[config.mk]
export PLATFORM = sky130hd
export DESIGN_NAME = nibble_packer
export DESIGN_NICKNAME = d
export VERILOG_FILES = /design/src/rtl/nibble_packer_pkg.sv /design/src/rtl/nibble_packer.sv
export SDC_FILE = /design/constraint.sdc
export NUM_CORES = 1
export LEC_CHECK = 0
export BUFFER_PORTS_ARGS = -buffer_cell sky130_fd_sc_hd__buf_2
export CORE_MARGIN = 2
export CORE_UTILIZATION = 54
export CTS_BUF_LIST = sky130_fd_sc_hd__clkbuf_16
export DETAILED_ROUTE_END_ITERATION = 10
export GPL_ROUTABILITY_DRIVEN = 0
export PLACE_DENSITY_LB_ADDON = 0.15
export SYNTH_ARGS = -nofsm -noshare
export SYNTH_HDL_FRONTEND = slang
export SYNTH_SLANG_ARGS = --single-unit
[constraint.sdc]
create_clock -name clk -period 2.4 [get_ports clk]
set_input_delay 0.24 -clock clk [delete_from_list [all_inputs] [get_ports clk]]
set_output_delay 0.24 -clock clk [all_outputs]
set_load 0.02 [all_outputs]
[src/rtl/nibble_packer_pkg.sv]
// Shared definitions for the nibble packer: state encoding, nibble width, default word size.
package nibble_packer_pkg;

    typedef enum logic {
        StFill = 1'b0,
        StHold = 1'b1
    } state_e;

    localparam int unsigned NibbleW        = 4;
    localparam int unsigned DefaultNibbles = 4;

endpackage

[src/rtl/nibble_packer.sv]
// Packs 4-bit beats LSB-first into NIBBLES-wide words with early flush and a one-word output slot.
// Optional registered parity output enabled by defining NIBBLE_PACKER_PARITY_EN.
module nibble_packer
    import nibble_packer_pkg::*;
#(
    parameter int unsigned NIBBLES = DefaultNibbles,
    parameter int unsigned LEN_W   = 3
) (
    input  logic                       clk,
    input  logic                       reset,
    input  logic                       in_valid,
    input  logic [NibbleW-1:0]         in_data,
    input  logic                       in_flush,
    output logic                       in_ready,
    output logic                       out_valid,
    output logic [NibbleW*NIBBLES-1:0] out_data,
    output logic [LEN_W-1:0]           out_len,
`ifdef NIBBLE_PACKER_PARITY_EN
    output logic                       out_parity,
`endif
    input  logic                       out_ready
);

    localparam int unsigned DataW = NibbleW * NIBBLES;

    state_e             state_q;
    logic [LEN_W-1:0]   cnt_q;
    logic [DataW-1:0]   coll_q;
    logic [DataW-1:0]   out_data_q;
    logic [LEN_W-1:0]   out_len_q;

    logic [DataW-1:0]   coll_d;
    logic [LEN_W-1:0]   cnt_inc;
    logic               accept;
    logic               close;

    assign in_ready = (state_q == StFill) || out_ready;
    assign accept   = in_ready && (in_valid || in_flush);

    always_comb begin
        // A fresh word starts from zero so stale upper nibbles never leak out.
        coll_d = (cnt_q == '0) ? '0 : coll_q;
        for (int unsigned k = 0; k < NIBBLES; k++) begin
            if (in_valid && (k == 32'(cnt_q))) begin
                coll_d[k*NibbleW +: NibbleW] = in_data;
            end
        end
        cnt_inc = cnt_q + {{(LEN_W-1){1'b0}}, in_valid};
        close   = (32'(cnt_inc) == NIBBLES) || (in_flush && (cnt_inc != '0));
    end

`ifdef NIBBLE_PACKER_PARITY_EN
    logic parity_q;
    assign out_parity = parity_q;
`endif

    always_ff @(posedge clk) begin
        if (reset) begin
            state_q    <= StFill;
            cnt_q      <= '0;
            coll_q     <= '0;
            out_data_q <= '0;
            out_len_q  <= '0;
`ifdef NIBBLE_PACKER_PARITY_EN
            parity_q   <= 1'b0;
`endif
        end else if (accept && close) begin
            state_q    <= StHold;
            cnt_q      <= '0;
            coll_q     <= '0;
            out_data_q <= coll_d;
            out_len_q  <= cnt_inc;
`ifdef NIBBLE_PACKER_PARITY_EN
            parity_q   <= ^coll_d;
`endif
        end else begin
            if (accept) begin
                cnt_q  <= cnt_inc;
                coll_q <= coll_d;
            end
            if ((state_q == StHold) && out_ready) begin
                state_q <= StFill;
            end
        end
    end

    assign out_valid = (state_q == StHold);
    assign out_data  = out_data_q;
    assign out_len   = out_len_q;

endmodule

# Word level (Yosys, flattened, before mapping)
# Index checks and enable logic that the tools add are counted.
# word_totals
output_inout_bits	21
word_cells	33
input_bits	9
ff_bits	39
# op_classes
mux	7
addsub	1
n_reduce_logical	15
eq_ne	4
bitwise	1
# ops
operator	count
16-bit 2-to-1 mux	1
4-bit 2-to-1 mux	4
1-bit logical AND	8
2-bit by 3-bit == test with 1-bit output, first input constant	2
3-bit by 1-bit adder with 3-bit output	1
1-bit by 3-bit == test with 1-bit output, first input constant	1
3-bit == test, second input constant	1
3-bit zero test	1
1-bit logical OR	3
3-bit nonzero test	1
1-bit 2-to-1 mux	2
2-bit nonzero test	1
2-bit OR reduction	1
1-bit NOT	1

# Logic depth before layout (Yosys ltp)
# Gate-level depths: netlist of the first run.
# depth
word_depth	6
ltp_mapped	9
ltp_nobuf	6

# Worst setup path before layout of the first run
# OpenSTA, ideal clock, no wires.
# synth_timing
path_type	flip-flop to flip-flop
startpoint	register cnt_q[0]
endpoint	register coll_q[10]
slack_ps	420
setup_ps	79
t_required_ps	2321
synth_period_minus_slack_ps	1980
n_path_buf	3
stages_incl_launch_ff	9
arrival_time_ps	1901
cell_sequence	dfxtp_1 > ha_1 > ha_1 > or3_1 > buf_6 > a21o_1 > buf_6 > buf_6 > a211oi_2
# synth_via
elab_chain_len	6
word_cells_on_any_way	12
cone_classes	add/sub (1); eq/ne (2); mux (2); reduce/logical (7)
# synth_lines
item	line	rtl
start: declaration	nibble_packer.sv:27	logic [LEN_W-1:0] cnt_q;
start signal: assignment	nibble_packer.sv:78	cnt_q <= cnt_inc;
3-bit by 1-bit adder with 3-bit output (*)	nibble_packer.sv:48	cnt_inc = cnt_q + {{(LEN_W-1){1'b0}}, in_valid};
named net cnt_inc[1]	nibble_packer.sv:33	logic [LEN_W-1:0] cnt_inc;
3-bit nonzero test	nibble_packer.sv:49	close = (32'(cnt_inc) == NIBBLES) || (in_flush && (cnt_inc != '0));
1-bit logical AND	nibble_packer.sv:49	
1-bit logical OR (*)	nibble_packer.sv:49	
1-bit logical AND (*)	nibble_packer.sv:67	end else if (accept && close) begin
2-bit OR reduction (no line) (*)	n/a	
end signal: assignment	nibble_packer.sv:79	coll_q <= coll_d;
end: declaration	nibble_packer.sv:28	logic [DataW-1:0] coll_q;
# The timed path passes the listed nets; every way through them passes the cells marked *.
# A chain may end at the register's enable or synchronous reset.

# Final worst setup path of the first run
# layout_timing
startpoint	register cnt_q[0]
endpoint	register coll_q[7]
# Same word-level chain as after synthesis.

==> results_dict.tcl, run 1 <==
set metrics [dict create \
    p_leak_nw 0.801 \
    syn_area_mm2 0.00174 \
    yosysWarnings 0 \
    setup_ws_ns 0.351 \
    grt_overflow 0 \
    die_x_um 60.8 \
    vias 1540 \
    synthFlopType "dfxtp_1" \
    wl_per_cell_um 15.1 \
    netlist_instances 194 \
    vias_per_cell 5.88 \
    clockBufferDepth 2 \
    cts_root_buf "clkbuf_16" \
    crit_buf_inv 1 \
    diodes 0 \
    std_cell_rows 20 \
    synth_edf_count 0 \
    cp_common_cell "ha_1" \
    globalRouteMet1Util_pct 32.0 \
    grt_max_degree 35 \
    ys_types 26 \
    min_period_ns 2.05 \
    post-place-ws_ns 0.306 \
    clock_latency_ns 0.28 \
    rsz0062_at_grt "false" \
    syn_avg_cell_area_um2 8.96 \
    grt_first_pass_wirelength_mm 6.31 \
    timing.fmax_ghz 0.488 \
    drtPass1Iterations 4 \
    cp_data_arrival_time_ns 2.23 \
    clock_skew_ns 0.00563 \
    final-hold-violation-count 0 \
    end_kind "flip-flop" \
    critical-path-top-delay-family "adder cells" \
    async_reset_ff_share_pct 0 \
    p_total_mw 2.02 \
    max_stage_delay_ns 0.45 \
    power_density_mw_per_mm2 977 \
    wl_mm 3.95 \
    outcome "finished, final reports clean" \
    yosysSeqAreaShare_pct 44.9 \
    cp_cell_sequence "ha_1 > ha_1 > or3_1 > a21o_1 > buf_4 > a211oi_1" \
    tightest_slew_ns 0.756 \
    start_util_pct 57.0 \
    hold_path_class "input pin to flip-flop" \
    htree_levels 2 \
    die_h_um 60.8 \
    yosysTopAreaCellShare_pct 44.9 \
    drive_above_1_share_pct 22.5 \
    cts_tree "built" \
    postCtsHoldBufs 0 \
    synth.net_count 205 \
    critPathSlowestCell "dfxtp_1" \
    portBuffers 29 \
    crit_required_ns 2.59 \
    clk_pin_slew_worst_paths_ns 0.06 \
    ir_drop_mv 0.692 \
    global_route.usage.met2_pct 36.7 \
    antenna_found_initial 0 \
    grt-busiest-layer "met2" \
    maxSlewHeadroom_pct 49.2 \
    postCtsSetupBuffers 0 \
    nets 228 \
    path_class "flip-flop to flip-flop" \
    ys_ff_latch 39 \
    setup_violations 0 \
    drt_iter0_markers 106 \
    dieArea_mm2 0.00369 \
    final.setup.tns_ns 0 \
    fin_crit_sh_pct 85.4 \
    ios 30 \
    ant_nets 0 \
    max_cap_violations 0 \
    grt_use_met3_pct 6.40 \
    synth_top_area_cell "dfxtp_1" \
    cts_sinks 39 \
    cts_inserted_buffers 5 \
    synth.area.top_cells "dfxtp_1 45%, a211oi_1 11%, a21oi_1 6.3%" \
    syn_to_final_growth_pct 19.0 \
    cts_resized 0 \
    track_usage_pct 23.6 \
    slew_viol_final 0 \
    hpwl_mm 2.71 \
    core_area_mm2 0.00305 \
    first_global_vias 1317 \
    critPathLaunchType "flip-flop" \
    path_max_fanout 19 \
    drc 0 \
]
[worst register-to-register path, delay by kind of cell (launching register included)]
kind	cells	cell delay [ns]
compound gates	2	0.42
flops	1	0.45
fa+ha+maj	2	0.49
simple gates	1	0.39
buf+inv	1	0.20
[flip-flops by register name (all words and copies together), names as in the netlist]
name	flops
out_valid	1
out_len	3
coll_q	16
cnt_q	3
out_data	16
[kinds of logic after synthesis]
group,Yosys count,share of synthesized area (%)
AO/OA/AOI/OAI,86,35.3
XOR/XNOR,2,1.01
adder cells (fa/ha/maj),2,1.44
buffers and inverters,20,6.19
flip-flops,39,44.9
AND/OR/NAND/NOR,45,11.2
[routing by layer]
metal,vias up,wire (µm)
met5,-,0
met4,0,41
met3,6,266
met2,43,1830
met1,721,1810
li1,770,-
[final cells by class]
cell class / instances / area [µm²]
fill: 266 / 983
multi-input combinational: 135 / 851
sequential: 39 / 781
timing repair buffer: 34 / 183
clock buffer: 5 / 125
clock inverter: 3 / 67.6
tap: 44 / 55.1
inverter: 2 / 7.51
[Yosys cell counts (2+ instances only)]
| cell | count |
|---|---|
| dfxtp_1 | 39 |
| nor2_1 | 20 |
| nor2b_1 | 4 |
| a22oi_1 | 8 |
| a32oi_1 | 4 |
| nand2_1 | 13 |
| xor2_1 | 2 |
| buf_2 | 2 |
| ha_1 | 2 |
| o21a_1 | 2 |
| a21oi_1 | 22 |
| a211oi_2 | 7 |
| o2bb2ai_1 | 4 |
| clkbuf_1 | 11 |
| inv_1 | 2 |
| a21o_1 | 2 |
| buf_6 | 4 |
| nor3_1 | 4 |
| o21ai_0 | 7 |
| a31oi_1 | 4 |
| a211oi_1 | 25 |
| nand2b_1 | 2 |
[metrics by stage]
stage	cell area [µm²]	cells	util (%)	hold slack [ns]
after floorplan	1740	194	-	0.472
after global placement	1880	254	61.5	0.462
after detailed placement	1880	254	61.5	0.469
after CTS	2070	262	67.8	0.354
after global routing	2070	262	67.8	0.391
final	2070	262	67.8	0.357
[final timing paths]
path / startpoint / to / slack, ns / depth (start not counted)
worst max-delay path: cnt_q[0] / coll_q[7] / 0.35 / 6
worst min-delay path: reset / out_len[0] / 0.36 / 2
worst max register to register: cnt_q[0] / coll_q[7] / 0.35 / 6
worst min register to register: out_len[0] / out_len[0] / 0.48 / 2
[power by group]
| group | leakage, nW | internal [mW] | switching [mW] |
|---|---|---|---|
| logic | 0.391 | 0.144 | 0.269 |
| clock network | 0.0900 | 0.595 | 0.253 |
| registers | 0.320 | 0.721 | 0.0408 |
[cells in the final DEF, fill, tap and decap left out, types with 4 or more instances in the layout]
master     instances
a211oi_2           7
nor3_1             4
buf_2             29
dfxtp_1           39
o2bb2ai_1          4
nor2_1            20
nand2_1           13
a21oi_1           22
nor2b_1            4
a31oi_1            4
a32oi_1            4
clkbuf_16          5
o21ai_0            7
a22oi_1            8
buf_4              5
a211oi_1          25
Note: power is estimated with default switching activity, not from simulation.
==> run 2: changes to the inputs <==
- ABC_CLOCK_PERIOD_IN_PS: unset -> 2400
- GPL_TIMING_DRIVEN: unset -> 0
- RECOVER_POWER: unset -> 100
==> run 2 against run 1 <==
Compared with the run above: die area is the same; design area is 0.85% lower; fmax decreased by 9.4%; worst hold slack better by 0.029 ns; combinational power up 3%; first-iteration DRC count up 10%; clock skew is 0.00051 ns lower; sequential share of layout area up 0.32 points; global-route usage rose by 2.4 points; sequential power about the same; largest cell class unchanged.
==> results_dict.tcl, run 2 (synthesized netlist as in run 1, its figures left out) <==
set metrics [dict create \
    cts_inserted_buffers 5 \
    p_leak_nw 0.735 \
    end_kind "flip-flop" \
    drtPass1Iterations 5 \
    final_common_cell "dfxtp_1" \
    cts_root_buf "clkbuf_16" \
    drc 0 \
    syn_to_final_growth_pct 18.0 \
    diodes 0 \
    grt_overflow 0 \
    grt_max_degree 13 \
    timing.fmax_ghz 0.442 \
    die_h_um 60.8 \
    clockBufferDepth 2 \
    cts_sinks 39 \
    fillCellCount 264 \
    drive_above_1_share_pct 13.4 \
    tightest_slew_ns 0.817 \
    first_global_vias 1474 \
    cp_cell_sequence "ha_1 > ha_1 > or3_1 > buf_6 > a21o_1 > buf_6 > clkbuf_4 > a211oi_1" \
    die_x_um 60.8 \
    path_max_fanout 10 \
    crit_buf_inv 3 \
    path_class "flip-flop to flip-flop" \
    cts_tree "built" \
    ios 30 \
    critPathLaunchType "flip-flop" \
    layout_common_cells "39 x dfxtp_1, 30 x clkbuf_1, 27 x a211oi_1, 22 x a21oi_1, 19 x nor2_1" \
    wl_mm 4.20 \
    power_density_mw_per_mm2 883 \
    cp_data_arrival_time_ns 2.46 \
    min_period_ns 2.26 \
    dpl_cell_area_mm2 0.00194 \
    hold_path_class "input pin to flip-flop" \
    outcome "finished, final reports clean" \
    max_stage_delay_ns 0.47 \
    final.setup.tns_ns 0 \
    dieArea_mm2 0.00369 \
    finish.instance_area_mm2 0.00205 \
    postCtsHoldBufs 0 \
    nets 242 \
    hpwl_mm 3.11 \
    maxSlewHeadroom_pct 45.1 \
    core_area_mm2 0.00305 \
    wl_per_cell_um 15.2 \
    timing.hold.ws_ns 0.385 \
    track_usage_pct 26.0 \
    final-hold-violation-count 0 \
    slew_viol_final 0 \
    grt_first_pass_wirelength_mm 7.01 \
    critical-path-top-delay-family "adder cells" \
    vias_per_cell 5.84 \
    htree_levels 2 \
    clock_skew_ns 0.00512 \
    start_util_pct 57.0 \
    clk_pin_slew_worst_paths_ns 0.06 \
    clock_latency_ns 0.28 \
    ant_nets 0 \
    crit_required_ns 2.60 \
    rsz0062_at_grt "false" \
    portBuffers 29 \
    antenna_found_initial 0 \
    fin_crit_sh_pct 94.2 \
    std_cell_rows 20 \
    vias 1613 \
    drt_iter0_markers 117 \
    critPathSlowestCell "dfxtp_1" \
    setup_violations 0 \
    ir_drop_mv 0.430 \
    max_cap_violations 0 \
]
run 2: worst paths after layout:
path / startpoint / endpoint / slack, ns / cells after the start
max: cnt_q[0] / coll_q[11] / 0.14 / 8
min: in_flush / cnt_q[1] / 0.39 / 4
max reg2reg: cnt_q[0] / coll_q[11] / 0.14 / 8
min reg2reg: out_len[2] / out_len[2] / 0.50 / 2
run 2: layer usage:
layer	part of all wire (%)	wire length, µm	up-vias	global-route usage, %
met3	4.7	197	9	6.61
li1	-	-	801	-
met2	45	1880	57	38.7
met5	0	0	-	0
met1	48	2020	746	36.4
met4	2.3	97	0	9.63
run 2: timing repair:
| action | in CTS | in global routing |
|---|---|---|
| buffers inserted | 0 | 1 |
| resized for setup | 0 | 5 |
| setup endpoints to repair | 0 | 14 |
| endpoints found under the hold margin | 0 | 0 |
run 2: cell type report:
cell class / instances / area (µm²) / share of cell area (%)
Multi-Input combinational cell: 135 / 843 / 41.1
Sequential cell: 39 / 781 / 38.0
Timing Repair Buffer: 30 / 126 / 6.16
Clock buffer: 5 / 125 / 6.10
Buffer: 18 / 98.8 / 4.82
Tap cell: 44 / 55.1 / 2.68
Clock inverter: 3 / 15.0 / 0.732
Inverter: 2 / 7.51 / 0.366
run 2: power by group:
group	internal [mW]	leakage, nW	switching, mW
clock network	0.379	0.0733	0.247
registers	0.721	0.320	0.0410
logic	0.143	0.342	0.282
run 2: stage by stage:
step | instances | total power [mW] | setup WS, ns | utilization [%]
after floorplan | 194 | 1.08 | 0.420 | -
after global placement | 267 | 1.19 | 0.134 | 63.5
after detailed placement | 267 | 1.20 | 0.0698 | 63.5
after CTS | 275 | 1.83 | 0.0579 | 68.1
after global routing | 276 | 1.91 | 0.0145 | 67.2
final | 276 | 1.81 | 0.138 | 67.2
run 2: worst min-delay path, stage by stage:
cell and delay (ns):
buf_2 0.12, o21ai_0 0.11, nand2_1 0.08, a21oi_1 0.06
